==> config.mk <==
export PLATFORM = sky130hd
export DESIGN_NAME = downsample_ctrl
export DESIGN_NICKNAME = d
export VERILOG_FILES = /design/src/rtl/downsample_pkg.sv /design/src/rtl/ds_coord_gen.sv /design/src/rtl/downsample_ctrl.sv
export SDC_FILE = /design/constraint.sdc
export NUM_CORES = 1
export LEC_CHECK = 0
export CORE_ASPECT_RATIO = 0.6
export CORE_MARGIN = 1
export CORE_UTILIZATION = 50
export CTS_CLUSTER_DIAMETER = 30
export DETAILED_ROUTE_END_ITERATION = 8
export PLACE_DENSITY = 0.7
export RECOVER_POWER = 100
export SYNTH_ARGS = -nofsm -noshare
export SYNTH_HDL_FRONTEND = slang
export SYNTH_SLANG_ARGS = --single-unit
==> constraint.sdc <==
create_clock -name clk -period 7.6 [get_ports clk]
set_input_delay 1.14 -clock clk [delete_from_list [all_inputs] [get_ports clk]]
set_output_delay 1.14 -clock clk [all_outputs]
set_load 0.02 [all_outputs]
==> src/rtl/downsample_pkg.sv <==
// Shared types and constants for the fractional-stride downsample controller.
package downsample_pkg;

   // Number of fractional bits in the Q8.8 stride and accumulators.
   localparam int unsigned FRAC_BITS = 8;

   typedef enum logic [2:0] {
      IDLE,
      ISSUE,
      CAPTURE,
      PRESENT,
      DONE
   } ds_state_t;

endpackage

==> src/rtl/ds_coord_gen.sv <==
// Output-pixel scanner and source-index generator.
// Walks (oy, ox) row-major and keeps Q8.8 row/column accumulators that advance by
// the stride on each step, so src = floor(o * stride) comes out without multipliers.
module ds_coord_gen
   import downsample_pkg::*;
#(
   parameter int unsigned STRIDE_Q8_8 = 369,
   parameter int unsigned HIN         = 27,
   parameter int unsigned HOUT        = 19
) (
   input  logic                     clk,
   input  logic                     rst,
   input  logic                     clear,
   input  logic                     step,
   output logic [$clog2(HOUT)-1:0]  ox,
   output logic [$clog2(HOUT)-1:0]  oy,
   output logic [$clog2(HIN)-1:0]   src_row,
   output logic [$clog2(HIN)-1:0]   src_col,
   output logic                     last
);

   localparam int unsigned XW   = $clog2(HOUT);
   localparam int unsigned SW   = $clog2(HIN);
   // Wide enough for (HOUT-1)*stride, the largest value either accumulator reaches.
   localparam int unsigned ACCW = $clog2((HOUT - 1) * STRIDE_Q8_8 + 1);

   logic [ACCW-1:0] row_acc;
   logic [ACCW-1:0] col_acc;
   logic [ACCW-1:0] row_int;
   logic [ACCW-1:0] col_int;
   logic            row_end;

   assign row_end = (ox == XW'(HOUT - 1));
   assign last    = row_end && (oy == XW'(HOUT - 1));

   // Advance the scan position and accumulators; the column restarts at zero each row.
   always_ff @(posedge clk or posedge rst) begin
      if (rst) begin
         ox      <= '0;
         oy      <= '0;
         row_acc <= '0;
         col_acc <= '0;
      end else if (clear) begin
         ox      <= '0;
         oy      <= '0;
         row_acc <= '0;
         col_acc <= '0;
      end else if (step) begin
         if (row_end) begin
            ox      <= '0;
            col_acc <= '0;
            oy      <= oy + XW'(1);
            row_acc <= row_acc + ACCW'(STRIDE_Q8_8);
         end else begin
            ox      <= ox + XW'(1);
            col_acc <= col_acc + ACCW'(STRIDE_Q8_8);
         end
      end
   end

   assign row_int = row_acc >> FRAC_BITS;
   assign col_int = col_acc >> FRAC_BITS;

   // Integer part of each accumulator, clamped to the last input row/column.
   always_comb begin
      src_row = SW'(row_int);
      src_col = SW'(col_int);
      if (row_int > ACCW'(HIN - 1)) begin
         src_row = SW'(HIN - 1);
      end
      if (col_int > ACCW'(HIN - 1)) begin
         src_col = SW'(HIN - 1);
      end
   end

endmodule

==> src/rtl/downsample_ctrl.sv <==
// Fractional-stride downsample controller: for every output pixel, reads one
// source pixel from the ifmap SRAM and presents it on a valid/ready port.
module downsample_ctrl
   import downsample_pkg::*;
#(
   parameter int unsigned STRIDE_Q8_8 = 369,
   parameter int unsigned HIN         = 27,
   parameter int unsigned HOUT        = 19
) (
   input  logic                           clk,
   input  logic                           rst,
   input  logic                           start,
   input  logic                           abort,
   output logic                           busy,
   output logic                           done,
   output logic                           mem_rd_en,
   output logic [$clog2(HIN*HIN)-1:0]     mem_rd_addr,
   input  logic [7:0]                     mem_rd_data,
   output logic                           out_valid,
   input  logic                           out_ready,
   output logic [7:0]                     out_data,
   output logic [$clog2(HOUT*HOUT)-1:0]   out_addr
);

   localparam int unsigned RAW = $clog2(HIN * HIN);
   localparam int unsigned OAW = $clog2(HOUT * HOUT);
   localparam int unsigned XW  = $clog2(HOUT);
   localparam int unsigned SW  = $clog2(HIN);

   ds_state_t       state;
   logic [XW-1:0]   ox;
   logic [XW-1:0]   oy;
   logic [SW-1:0]   src_row;
   logic [SW-1:0]   src_col;
   logic            last;
   logic            pix_last;
   logic            coord_clear;
   logic            coord_step;
   logic [RAW-1:0]  src_addr;
   logic [OAW-1:0]  dst_addr;

   // Coordinates return to the origin when a map ends or is cancelled. They step
   // right after the read is issued, so the next address is ready by the handshake.
   assign coord_clear = (state == DONE) || (abort && (state != IDLE));
   assign coord_step  = (state == ISSUE) && !abort && !last;

   ds_coord_gen #(
      .STRIDE_Q8_8 (STRIDE_Q8_8),
      .HIN         (HIN),
      .HOUT        (HOUT)
   ) u_coord (
      .clk     (clk),
      .rst     (rst),
      .clear   (coord_clear),
      .step    (coord_step),
      .ox      (ox),
      .oy      (oy),
      .src_row (src_row),
      .src_col (src_col),
      .last    (last)
   );

   // Constant-coefficient address products (HIN and HOUT are parameters).
   assign src_addr = RAW'(src_row) * RAW'(HIN) + RAW'(src_col);
   assign dst_addr = OAW'(oy) * OAW'(HOUT) + OAW'(ox);

   // Main control FSM with registered outputs; abort overrides everything but reset.
   always_ff @(posedge clk or posedge rst) begin
      if (rst) begin
         state       <= IDLE;
         busy        <= 1'b0;
         done        <= 1'b0;
         mem_rd_en   <= 1'b0;
         mem_rd_addr <= '0;
         out_valid   <= 1'b0;
         out_data    <= '0;
         out_addr    <= '0;
         pix_last    <= 1'b0;
      end else if (abort && (state != IDLE)) begin
         state     <= IDLE;
         busy      <= 1'b0;
         done      <= 1'b0;
         mem_rd_en <= 1'b0;
         out_valid <= 1'b0;
      end else begin
         unique case (state)
            IDLE: begin
               if (start) begin
                  state       <= ISSUE;
                  busy        <= 1'b1;
                  mem_rd_en   <= 1'b1;
                  mem_rd_addr <= src_addr;
                  out_addr    <= dst_addr;
               end
            end
            ISSUE: begin
               mem_rd_en <= 1'b0;
               pix_last  <= last;
               state     <= CAPTURE;
            end
            CAPTURE: begin
               out_data  <= mem_rd_data;
               out_valid <= 1'b1;
               state     <= PRESENT;
            end
            PRESENT: begin
               if (out_ready) begin
                  out_valid <= 1'b0;
                  if (pix_last) begin
                     state <= DONE;
                     done  <= 1'b1;
                  end else begin
                     state       <= ISSUE;
                     mem_rd_en   <= 1'b1;
                     mem_rd_addr <= src_addr;
                     out_addr    <= dst_addr;
                  end
               end
            end
            DONE: begin
               done  <= 1'b0;
               busy  <= 1'b0;
               state <= IDLE;
            end
            default: begin
               state <= IDLE;
            end
         endcase
      end
   end

endmodule

==> flow_summary.json <==
{
  "outcome": "finished, violations left",
  "failed_checks": "max-capacitance violations, max-slew violations",
  "final.setup.tns_ns": 0,
  "postCtsSetupBuffers": 0,
  "core.rowCount": 27,
  "hold_buffers": 0,
  "fillerInstances": 774,
  "numCtsBuffers": 9,
  "synth_edf_count": 0,
  "syn_area_sq_um": 4750,
  "grt_max_degree": 47,
  "die_area_sq_um": 9920,
  "power_density_nw_per_um2": 271,
  "final_layout_size_suffix_gt1_share_pct": 6.82,
  "ir_drop_mv": 0.201,
  "cp-end-kind": "register",
  "synth_top_area_cell": "dfrtp_1",
  "grt_pass1_vias": 3785,
  "min_period_ns": 4.94,
  "fin_skew_ns": 0.00533,
  "grt_antenna_before_repair": 0,
  "mostFrequentLayoutCell": "dfrtp_1",
  "hp-class": "reg -> reg",
  "ys_async_sr_fraction_pct": 100,
  "antennaDiodeCount": 0,
  "multi_input_area_sq_um": 2730,
  "yosys_warnings": 0,
  "drc": 0,
  "drv_cap": 4,
  "critPathMaxFanout": 18,
  "io_pins": 44,
  "fin_nets": 593,
  "die_w_microns": 128,
  "clock_latency_ns": 0.34,
  "die_h_microns": 77.5,
  "wire_per_inst_microns": 16.0,
  "crit_path_start_kind": "primary input",
  "cellLeakagePower_uw": 0.00278,
  "viasPerCell": 5.89,
  "final_cell_mix": "71 x dfrtp_1, 59 x nand2_1, 45 x ha_1",
  "cts.clk_slew.worst_paths_ns": 0.06,
  "maxSlewHeadroom_pct": -68.6,
  "syn_inst": 487,
  "maxSlewViolCount": 89,
  "fin_hold_ws_ns": 0.459,
  "setup_violations": 0,
  "drt_iter0_drc": 270,
  "synth_top_cell_area_share_pct": 37.4,
  "crit_required_ns": 7.86,
  "area_growth_syn_to_layout_pct": 17.7,
  "antenna_left": 0,
  "seq_area_sq_um": 1780,
  "dp.final_hpwl_microns": 7280,
  "synth.avg_cell_area_sq_um": 9.76,
  "track_usage_pct": 23.2,
  "clock_tree.root_cell": "clkbuf_16",
  "mappedNetlistNets": 557,
  "rsz0062_at_grt": "false",
  "synth.area.top_cells": "dfrtp_1 37%, ha_1 12%, fa_1 5.1%",
  "crit_type": "in -> reg",
  "start_util_pct": 51.7,
  "grt_pass1_wl_microns": 18100,
  "dr.pass1.iters": 5,
  "period_share_pct": 65.1,
  "synth_seq_area_share_pct": 37.4,
  "worst_ep_arrival_time_ns": 5.20,
  "r2r_slack_ns": 3.53,
  "ys_ff_latch": 71,
  "cts_tree": "yes",
  "grt.overflow.total": 0,
  "core_sq_um": 9190,
  "tightest_slew_ns": 2.53,
  "cts_sinks": 71,
  "hold_viol_final": 0,
  "synthDistinctLibCells": 54,
  "clk_path_buf_depth": 2,
  "cts_resized": 0,
  "routed_wl_microns": 10500,
  "port-buffer-count": 43,
  "synth_ff_type": "dfrtp_1",
  "place.gp.congestion": 0.888,
  "vias": 3873,
  "clock.fmax_mhz": 202,
  "htree_levels": 3
}
## metal layers
| metal | global-route usage [%] | routed length [microns] |
|---|---|---|
| met5 | 0 | 0 |
| met4 | 7.29 | 125 |
| met3 | 5.03 | 527 |
| met2 | 36.7 | 4780 |
| met1 | 31.6 | 5080 |
## worst max-delay path, cell delays in order
cell           delay, ns
dlygate4sd3_1       0.67
nor4b_1             1.06
o21ai_0             1.23
a2111oi_0           0.84
mux2i_1             0.26
## cells by family after synthesis
logic type	share of synthesized area, %
compound gates	15.7
mux	4.66
buf+inv	4.26
xor+xnor	2.21
fa+ha+maj	16.9
flops	37.4
simple gates	18.9
## state kept, by name (all words and copies together), names as in the netlist
signal / count
busy: 1
done: 1
mem_rd_addr: 10
mem_rd_en: 1
out_addr: 9
out_data: 8
out_valid: 1
pix_last: 1
state: 3
u_coord.col_acc: 13
u_coord.ox: 5
u_coord.oy: 5
u_coord.row_acc: 13
## through the flow
stage                     util [%]  setup WS [ns]  instances  power, uW  area [sq um]
final                         60.9           2.66        658       1520          5600
after global routing          60.9           2.35        658       1600          5600
after CTS                     61.5           3.78        658       1560          5660
after detailed placement      57.4           3.80        642       1010          5280
after global placement        57.4           3.93        642       1000          5280
after floorplan                  -           4.05        487        839          4750
## report_power, final
group	internal [uW]	total [uW]	switching, uW	leakage (uW)
Combinational	194	439	245	0.00164
Sequential	458	539	80.8	0.000949
Clock	372	539	167	0.000182
## cell type report
cell class | instances | share of cell area (%)
Clock buffer | 11 | 4.52
Clock inverter | 5 | 2.28
Inverter | 24 | 1.61
Multi-Input combinational cell | 369 | 48.7
Sequential cell | 71 | 31.7
Tap cell | 130 | 2.91
Timing Repair Buffer | 48 | 8.23
## worst paths after layout
path | startpoint | to | cells after the start
max | abort | u_coord.col_acc[6] | 5
min | mem_rd_addr[1] | mem_rd_addr[1] | 2
max reg2reg | state[1] | u_coord.col_acc[6] | 4
min reg2reg | mem_rd_addr[1] | mem_rd_addr[1] | 2
max in group asynchronous | rst | u_coord.row_acc[5] | 3
min in group asynchronous | rst | mem_rd_addr[4] | 2
## cell usage after synthesis (all sizes together) (3+ instances only)
master and instances:
o221a 3, nand2b 7, nor2b 3, o211ai 7, dfrtp 71, buf 11, or3 11, a21o 7
nor4 6, mux2 9, a211oi 11, clkbuf 12, a21boi 3, mux2i 12, inv 24, ha 45
xor2 4, nand4 7, nor2 21, a32o 3, nand2 59, o31ai 5, a2111o 4, nor3 9
nand3 26, o21ai 29, or4 5, o21bai 3, and3 5, a21oi 16, a22o 3, or2 6
xnor2 8, fa 12
Power figures use the tool's default switching activity.
